==> src/rtl/mem_stage_mc.sv <==
// Memory pipeline stage: issues req/done accesses to a variable-latency data memory,
// stalls upstream while busy, and selects the register write-back data.
module mem_stage_mc #(
  parameter int DATA_W = 16,
  parameter int ADDR_W = 16,
  parameter int REG_W  = 3
) (
  input  logic              clk,
  input  logic              rst,
  input  logic              in_valid,
  input  logic              in_mem_en,
  input  logic              in_mem_wr,
  input  logic              in_byte,
  input  logic              in_halt,
  input  logic              in_reg_wrt,
  input  logic [2:0]        in_wrt_src,
  input  logic [REG_W-1:0]  in_write_reg,
  input  logic [DATA_W-1:0] in_alu_out,
  input  logic [DATA_W-1:0] in_set_val,
  input  logic [DATA_W-1:0] in_reg1,
  input  logic [DATA_W-1:0] in_reg2,
  input  logic [DATA_W-1:0] in_next_pc,
  input  logic [DATA_W-1:0] in_instr,
  output logic [DATA_W-1:0] fwd_data,
  output logic              stall_out,
  output logic              mem_req,
  output logic              mem_wr,
  output logic              mem_byte,
  output logic [ADDR_W-1:0] mem_addr,
  output logic [DATA_W-1:0] mem_wdata,
  input  logic              mem_done,
  input  logic [DATA_W-1:0] mem_rdata,
  input  logic              mem_err,
  output logic              mem_dump,
  output logic              wb_valid,
  output logic              wb_reg_wrt,
  output logic [REG_W-1:0]  wb_write_reg,
  output logic [DATA_W-1:0] wb_data,
  output logic              wb_err,
  output logic              wb_halt
);

  typedef enum logic [1:0] {IDLE, BUSY, HALTED} state_t;
  state_t state_q, state_d;

  logic              src_err;
  logic [DATA_W-1:0] byte_wdata;
  logic              unused_instr;

  // request and pending write-back context, latched when an access has to wait
  logic              p_wr_q, p_wr_d, p_byte_q, p_byte_d, p_byte_hi_q, p_byte_hi_d;
  logic              p_src_zero_q, p_src_zero_d, p_src_err_q, p_src_err_d;
  logic              p_halt_q, p_halt_d, p_reg_wrt_q, p_reg_wrt_d;
  logic [REG_W-1:0]  p_write_reg_q, p_write_reg_d;
  logic [ADDR_W-1:0] p_addr_q, p_addr_d;
  logic [DATA_W-1:0] p_wdata_q, p_wdata_d, p_src_val_q, p_src_val_d;

  logic              wb_valid_q, wb_valid_d, wb_reg_wrt_q, wb_reg_wrt_d;
  logic              wb_err_q, wb_err_d, wb_halt_q, wb_halt_d, mem_dump_q, mem_dump_d;
  logic [REG_W-1:0]  wb_write_reg_q, wb_write_reg_d;
  logic [DATA_W-1:0] wb_data_q, wb_data_d;

  logic              complete, c_mem, c_wr, c_byte, c_byte_hi, c_src_zero, c_src_err;
  logic              c_misalign, c_halt, c_reg_wrt, c_err;
  logic [REG_W-1:0]  c_write_reg;
  logic [DATA_W-1:0] c_src_val, c_load_val;

  assign unused_instr = ^in_instr[DATA_W-1:8];

  always_comb begin
    fwd_data = '0;
    src_err  = 1'b0;
    case (in_wrt_src)
      3'd1: fwd_data = in_alu_out;
      3'd2: fwd_data = in_next_pc;
      3'd3: fwd_data = in_set_val;
      3'd4: fwd_data = {{(DATA_W-8){in_instr[7]}}, in_instr[7:0]};
      3'd5: fwd_data = {in_reg1[DATA_W-9:0], in_instr[7:0]};
      3'd6: for (int i = 0; i < DATA_W; i++) fwd_data[i] = in_reg1[DATA_W-1-i];
      3'd7: src_err = 1'b1;
      default: fwd_data = '0;
    endcase
  end

  // byte stores replicate the low byte of reg2 across every lane
  always_comb begin
    byte_wdata = '0;
    for (int i = 0; i < DATA_W; i++) byte_wdata[i] = in_reg2[i % 8];
  end

  always_comb begin
    state_d        = state_q;
    p_wr_d         = p_wr_q;
    p_byte_d       = p_byte_q;
    p_byte_hi_d    = p_byte_hi_q;
    p_src_zero_d   = p_src_zero_q;
    p_src_err_d    = p_src_err_q;
    p_halt_d       = p_halt_q;
    p_reg_wrt_d    = p_reg_wrt_q;
    p_write_reg_d  = p_write_reg_q;
    p_addr_d       = p_addr_q;
    p_wdata_d      = p_wdata_q;
    p_src_val_d    = p_src_val_q;
    wb_valid_d     = 1'b0;
    wb_reg_wrt_d   = 1'b0;
    wb_write_reg_d = wb_write_reg_q;
    wb_data_d      = wb_data_q;
    wb_err_d       = wb_err_q;
    wb_halt_d      = wb_halt_q;
    mem_dump_d     = 1'b0;
    mem_req        = 1'b0;
    mem_wr         = 1'b0;
    mem_byte       = 1'b0;
    mem_addr       = '0;
    mem_wdata      = '0;
    stall_out      = 1'b0;
    complete       = 1'b0;
    c_mem          = 1'b0;
    c_wr           = 1'b0;
    c_byte         = 1'b0;
    c_byte_hi      = 1'b0;
    c_src_zero     = 1'b0;
    c_src_err      = 1'b0;
    c_misalign     = 1'b0;
    c_halt         = 1'b0;
    c_reg_wrt      = 1'b0;
    c_err          = 1'b0;
    c_write_reg    = '0;
    c_src_val      = '0;
    c_load_val     = '0;

    case (state_q)
      IDLE: begin
        if (in_valid && !rst) begin
          c_wr        = in_mem_wr;
          c_byte      = in_byte;
          c_byte_hi   = in_alu_out[0];
          c_src_zero  = (in_wrt_src == 3'd0);
          c_src_err   = src_err;
          c_halt      = in_halt;
          c_reg_wrt   = in_reg_wrt;
          c_write_reg = in_write_reg;
          c_src_val   = fwd_data;
          c_misalign  = in_mem_en & ~in_byte & in_alu_out[0];
          if (in_mem_en && !c_misalign) begin
            mem_req   = 1'b1;
            mem_wr    = in_mem_wr;
            mem_byte  = in_byte;
            mem_addr  = in_alu_out[ADDR_W-1:0];
            mem_wdata = in_byte ? byte_wdata : in_reg2;
            if (mem_done) begin
              complete = 1'b1;
              c_mem    = 1'b1;
            end else begin
              stall_out     = 1'b1;
              state_d       = BUSY;
              p_wr_d        = in_mem_wr;
              p_byte_d      = in_byte;
              p_byte_hi_d   = in_alu_out[0];
              p_src_zero_d  = c_src_zero;
              p_src_err_d   = src_err;
              p_halt_d      = in_halt;
              p_reg_wrt_d   = in_reg_wrt;
              p_write_reg_d = in_write_reg;
              p_addr_d      = in_alu_out[ADDR_W-1:0];
              p_wdata_d     = mem_wdata;
              p_src_val_d   = fwd_data;
            end
          end else begin
            complete = 1'b1;
          end
        end
      end
      BUSY: begin
        mem_req     = 1'b1;
        mem_wr      = p_wr_q;
        mem_byte    = p_byte_q;
        mem_addr    = p_addr_q;
        mem_wdata   = p_wdata_q;
        stall_out   = 1'b1;
        c_wr        = p_wr_q;
        c_byte      = p_byte_q;
        c_byte_hi   = p_byte_hi_q;
        c_src_zero  = p_src_zero_q;
        c_src_err   = p_src_err_q;
        c_halt      = p_halt_q;
        c_reg_wrt   = p_reg_wrt_q;
        c_write_reg = p_write_reg_q;
        c_src_val   = p_src_val_q;
        if (mem_done) begin
          complete = 1'b1;
          c_mem    = 1'b1;
          state_d  = IDLE;
        end
      end
      default: ;
    endcase

    if (complete) begin
      c_err = c_src_err | c_misalign | (c_mem & mem_err);
      if (c_byte) c_load_val = {{(DATA_W-8){1'b0}}, (c_byte_hi ? mem_rdata[15:8] : mem_rdata[7:0])};
      else        c_load_val = mem_rdata;
      wb_valid_d     = 1'b1;
      wb_reg_wrt_d   = c_reg_wrt & ~c_err & ~(c_mem & c_wr);
      wb_write_reg_d = c_write_reg;
      wb_data_d      = (c_mem && !c_wr && c_src_zero) ? c_load_val : c_src_val;
      wb_err_d       = c_err;
      wb_halt_d      = c_halt;
      if (c_halt || c_err) begin
        mem_dump_d = 1'b1;
        state_d    = HALTED;
      end
    end
  end

  always_ff @(posedge clk or posedge rst) begin
    if (rst) begin
      state_q        <= IDLE;
      p_wr_q         <= 1'b0;
      p_byte_q       <= 1'b0;
      p_byte_hi_q    <= 1'b0;
      p_src_zero_q   <= 1'b0;
      p_src_err_q    <= 1'b0;
      p_halt_q       <= 1'b0;
      p_reg_wrt_q    <= 1'b0;
      p_write_reg_q  <= '0;
      p_addr_q       <= '0;
      p_wdata_q      <= '0;
      p_src_val_q    <= '0;
      wb_valid_q     <= 1'b0;
      wb_reg_wrt_q   <= 1'b0;
      wb_write_reg_q <= '0;
      wb_data_q      <= '0;
      wb_err_q       <= 1'b0;
      wb_halt_q      <= 1'b0;
      mem_dump_q     <= 1'b0;
    end else begin
      state_q        <= state_d;
      p_wr_q         <= p_wr_d;
      p_byte_q       <= p_byte_d;
      p_byte_hi_q    <= p_byte_hi_d;
      p_src_zero_q   <= p_src_zero_d;
      p_src_err_q    <= p_src_err_d;
      p_halt_q       <= p_halt_d;
      p_reg_wrt_q    <= p_reg_wrt_d;
      p_write_reg_q  <= p_write_reg_d;
      p_addr_q       <= p_addr_d;
      p_wdata_q      <= p_wdata_d;
      p_src_val_q    <= p_src_val_d;
      wb_valid_q     <= wb_valid_d;
      wb_reg_wrt_q   <= wb_reg_wrt_d;
      wb_write_reg_q <= wb_write_reg_d;
      wb_data_q      <= wb_data_d;
      wb_err_q       <= wb_err_d;
      wb_halt_q      <= wb_halt_d;
      mem_dump_q     <= mem_dump_d;
    end
  end

  assign wb_valid     = wb_valid_q;
  assign wb_reg_wrt   = wb_reg_wrt_q;
  assign wb_write_reg = wb_write_reg_q;
  assign wb_data      = wb_data_q;
  assign wb_err       = wb_err_q;
  assign wb_halt      = wb_halt_q;
  assign mem_dump     = mem_dump_q;

endmodule

==> config.mk <==
export PLATFORM = sky130hd
export DESIGN_NAME = mem_stage_mc
export DESIGN_NICKNAME = d
export VERILOG_FILES = /design/src/rtl/mem_stage_mc.sv
export SDC_FILE = /design/constraint.sdc
export NUM_CORES = 1
export LEC_CHECK = 0
export CORE_MARGIN = 2
export CORE_UTILIZATION = 50
export CTS_CLUSTER_DIAMETER = 40
export DETAILED_ROUTE_END_ITERATION = 10
export DONT_BUFFER_PORTS = 1
export GPL_ROUTABILITY_DRIVEN = 0
export HOLD_SLACK_MARGIN = 0.05
export SETUP_SLACK_MARGIN = 0.05
export SLEW_MARGIN = 20
export SYNTH_ARGS = -nofsm -noshare
export SYNTH_HDL_FRONTEND = slang
export SYNTH_SLANG_ARGS = --single-unit
==> constraint.sdc <==
create_clock -name clk -period 3.6 [get_ports clk]
set_clock_uncertainty 0.2 [all_clocks]
set_input_delay 1.08 -clock clk [delete_from_list [all_inputs] [get_ports clk]]
set_output_delay 1.08 -clock clk [all_outputs]
set_load 0.01 [all_outputs]
=== Word level (Yosys, flattened, before mapping) ===
Cells that the tools add are included.

* Bits in registers: 84
* Output and inout bits: 76
* Word-level logic and storage cells: 113

* Eq/ne operators: 8
* Multiplexer cells: 63
* Bitwise logic cells: 12
* Reductions and logical operators: 11

{| class="wikitable"
|+ Operators with widths
! cell !! number
|-
| $mux W16 || 8
|-
| $pmux W16 S2 || 3
|-
| $pmux W16 S6 || 1
|-
| $mux W1 || 28
|-
| $pmux W1 S2 || 13
|-
| $eq A3 B3 Y1 const B || 4
|-
| $mux W2 || 6
|-
| $mux W8 || 1
|-
| $and A1 B1 Y1 || 6
|-
| $eq A3 B2 Y1 const B || 2
|-
| $pmux W3 S2 || 1
|-
| $logic_and A1 B1 Y1 || 4
|-
| $not A1 Y1 || 4
|-
| $pmux W2 S2 || 1
|-
| $reduce_and A4 Y1 || 1
|-
| $eq A3 B1 Y1 const B || 1
|-
| $logic_not A1 Y1 || 3
|-
| $logic_not A3 Y1 || 1
|-
| $mux W3 || 1
|-
| $eq A2 B1 Y1 const B || 1
|-
| $logic_not A2 Y1 || 1
|-
| $or A1 B1 Y1 || 2
|-
| $logic_or A1 B1 Y1 || 1
|}

=== Longest topological paths before layout ===
* Word-level depth: 14
* Depth in mapped cells: 9
* Mapped depth without buffers: 5

=== Worst setup path before layout ===
OpenSTA, ideal clock, no wires.

* Kind: input-to-output
* From: input port rst
* To: output port stall_out
* Arrival: 2.342 ns
* Slack: -0.022 ns
* Stages on the path: 7
* Cells stage by stage: nor4b_4 and3_1 buf_4 nand2b_1 buf_4 buf_4 nand2_1

* Word-level cells in the longest chain between the ends: 4

{| class="wikitable"
|+ RTL lines
! item !! line !! source
|-
| start, declared || 9 || <nowiki>input logic rst,</nowiki>
|-
| $logic_not A1 Y1 (no source line) || n/a ||
|-
| $logic_and A1 B1 Y1 || 134 || <nowiki>if (in_valid && !rst) begin</nowiki>
|-
| $mux W1 || 134 ||
|-
| $pmux W1 S2 || 132 || <nowiki>case (state_q)</nowiki>
|-
| end, declared || 25 || <nowiki>output logic stall_out,</nowiki>
|}

No other way between the ends.

=== Final worst setup path ===
* From: input port rst
* To: output port mem_addr[0]

* Word-level cells in the longest chain between the ends: 4

{| class="wikitable"
|+ RTL lines
! item !! line !! source
|-
| $logic_not A1 Y1 (no source line) || n/a ||
|-
| $logic_and A1 B1 Y1 || 134 ||
|-
| $mux W16 || 134 ||
|-
| $pmux W16 S2 || 132 ||
|-
| end, declared || 29 || <nowiki>output logic [ADDR_W-1:0] mem_addr,</nowiki>
|}

No other way between the ends.

==> results.yml <==
layout:
  multi_input_area_um2: 2760
  post-route-util_pct: 56.5
  layout_commonest_cell: "nand2_1"
  num_antenna_cells: 0
  instances_no_fill: 695
  layout_common_cells: "nand2_1 (177), dfrtp_1 (83), a22oi_1 (30)"
  finalInstanceArea_um2: 5490
  nNetsFinal: 686
  drive_above_1_share_pct: 20.8
  ff_latch_area_um2: 2080
  fillers: 903
  areaGrowthSynthToFinish_pct: 10.5
sta:
  whs_ps: 273
  drv_slew: 0
  setup_slack_ps: 138
  hold_viol: 0
  fmaxAchievable_ghz: 0.289
  slew_headroom_pct: 45.0
  finalCriticalPeriod_ps: 3460
  rsz0062_at_grt: "no"
  max_slew.worst_pin.slew_ps: 825
  setup_viol: 0
  finalCritPeriodShare_pct: 96.2
  tns_ps: 0
critical_path:
  cp-start-kind: "input pin"
  critPathRequiredTime_ps: 2320
  crit_fanout: 22
  crit_path_end_kind: "primary output"
  arrival_ps: 2180
  ff2ff_path_depth: 8
  critPathKind: "in -> out"
die:
  boundaryPins: 204
  die_h_um: 104
  dieArea_um2: 10800
  num_rows: 36
  start_util_pct: 51.1
  die_x_um: 104
  core_area_um2: 9730
logic_synthesis:
  synth_seq_cells: 83
  syn_nets: 690
  ys_seq_area_share_pct: 41.8
  async_flop_share_pct: 100
  synthesis.area_um2: 4970
  synthesis.instances: 562
  ys.flop_type: "dfrtp_1"
  avgSynthCellArea_um2: 8.85
  ys_warn_count: 0
  synth_edf_count: 0
  synthDistinctLibCells: 49
clocking:
  cts_tree: "done"
  cts_max_level: 3
  clock_latency_ps: 350
  cts_buffers: 9
  cts_hold_buf: 0
  post_cts_buffers: 0
  cts-root-buf: "clkbuf_8"
  path_clk_slew_ps: 80
  clk_path_buf_depth: 2
  clock_sinks: 83
routing:
  drt_pass1_iterations: 4
  num_vias: 4168
  drt-initial-drc-count: 234
  routed_wirelength_um: 14200
  wl_per_cell_um: 20.4
  drc: 0
  ant_nets: 0
  vias_per_cell: 6.00
power_and_ir_drop:
  p_per_area_nw_per_um2: 345
  ir_drop_mv: 0.210
  p_total_mw: 1.89
  p_leak_nw: 2.45
global_routing:
  antenna_found_initial: 0
  grt_max_degree: 65
  grt_overflow_total: 0
  grt_pass1_wl_um: 22500
  grt_pass1_vias: 4125
  gr-usage-all-layers_pct: 26.3
flow_run:
  max-cap-violations: 0
worst_hold_path:
  hold_depth: 2
  hold_path.class: "reg -> reg"
placement:
  place_inst: 680
  placed_area_um2: 5270
  portBuffers: 0
  hpwl_um: 10300
  dpl_worst_slack_ps: 147
status:
  outcome: "finished clean"
## where the power goes
group / total [mW] / leakage (nW) / internal (mW) / switching (mW)
Combinational: 0.172 / 1.19 / 0.0748 / 0.0970
Clock: 0.760 / 0.115 / 0.425 / 0.335
Sequential: 0.963 / 1.14 / 0.948 / 0.0151
Total: 1.89 / 2.45 / 1.45 / 0.447
## layout make-up
class / count / share of cell area (%)
Multi-Input combinational cell: 429 / 50.2
Clock inverter: 4 / 1.34
Inverter: 6 / 0.433
Sequential cell: 83 / 37.8
Timing Repair Buffer: 29 / 4.42
Clock buffer: 11 / 2.76
Tap cell: 133 / 3.03
## worst paths after layout
path | end | slack (ps) | start
setup / recovery | mem_addr[0] | 140 | rst
hold / removal | p_src_val_q[4]$_DFFE_PP0P_ | 270 | p_src_val_q[4]$_DFFE_PP0P_
setup reg to reg | wb_data[10]$_DFFE_PP0P_ | 860 | state_q[0]$_DFF_PP0_
hold reg to reg | p_src_val_q[4]$_DFFE_PP0P_ | 270 | p_src_val_q[4]$_DFFE_PP0P_
max in group asynchronous | wb_data[5]$_DFFE_PP0P_ | 2010 | rst
min in group asynchronous | p_wdata_q[14]$_DFFE_PP0P_ | 390 | rst
## Yosys cell counts (all sizes together) (2+ instances only)
cell type / instances / area share, %
mux2i: 20 / 4.0
o211ai: 4 / 0.60
mux4: 4 / 1.8
a221oi: 7 / 1.6
nor2: 20 / 1.6
dfrtp: 83 / 42
and2: 5 / 0.63
nand4bb: 2 / 0.55
a22oi: 44 / 6.6
nand2b: 5 / 0.63
nand3: 2 / 0.30
a211oi: 3 / 0.55
a21boi: 2 / 0.30
nor2b: 15 / 1.9
o31ai: 3 / 0.45
a22o: 10 / 1.8
o21ai: 37 / 3.7
a221o: 4 / 0.81
nand4b: 2 / 0.65
nand3b: 7 / 1.1
a2bb2oi: 2 / 0.35
and3: 2 / 0.25
buf: 32 / 4.1
mux2: 25 / 5.7
a21oi: 17 / 1.8
clkbuf: 12 / 0.91
nand2: 179 / 14
inv: 6 / 0.45
## cells by family (layout without fill, tap and decap cells)
group / Yosys count / in the layout / share of synthesized area, %
simple gates: 241 / 241 / 21.7
compound gates: 139 / 139 / 19.6
flops: 83 / 83 / 41.8
buf+inv: 50 / 50 / 5.46
mux: 49 / 49 / 11.5
## repair_timing
action	CTS	global route
endpoints found under the setup margin	0	1
resized for setup	0	1
endpoints found under the hold margin	0	0
## metal layers
layer | GRT usage, % | routed length, um | share of wire (%)
met5 | 0 | 0 | 0
met4 | 10.2 | 329 | 2.3
met3 | 6.73 | 1080 | 7.6
met2 | 40.5 | 6490 | 46
met1 | 35.7 | 6290 | 44
## worst max-delay path, cell delays in order
cell	delay [ps]
nor4b_4	280
and3_1	300
buf_12	220
nand2_1	80
a21oi_2	220
No activity file was read; power rests on OpenSTA's default activity.
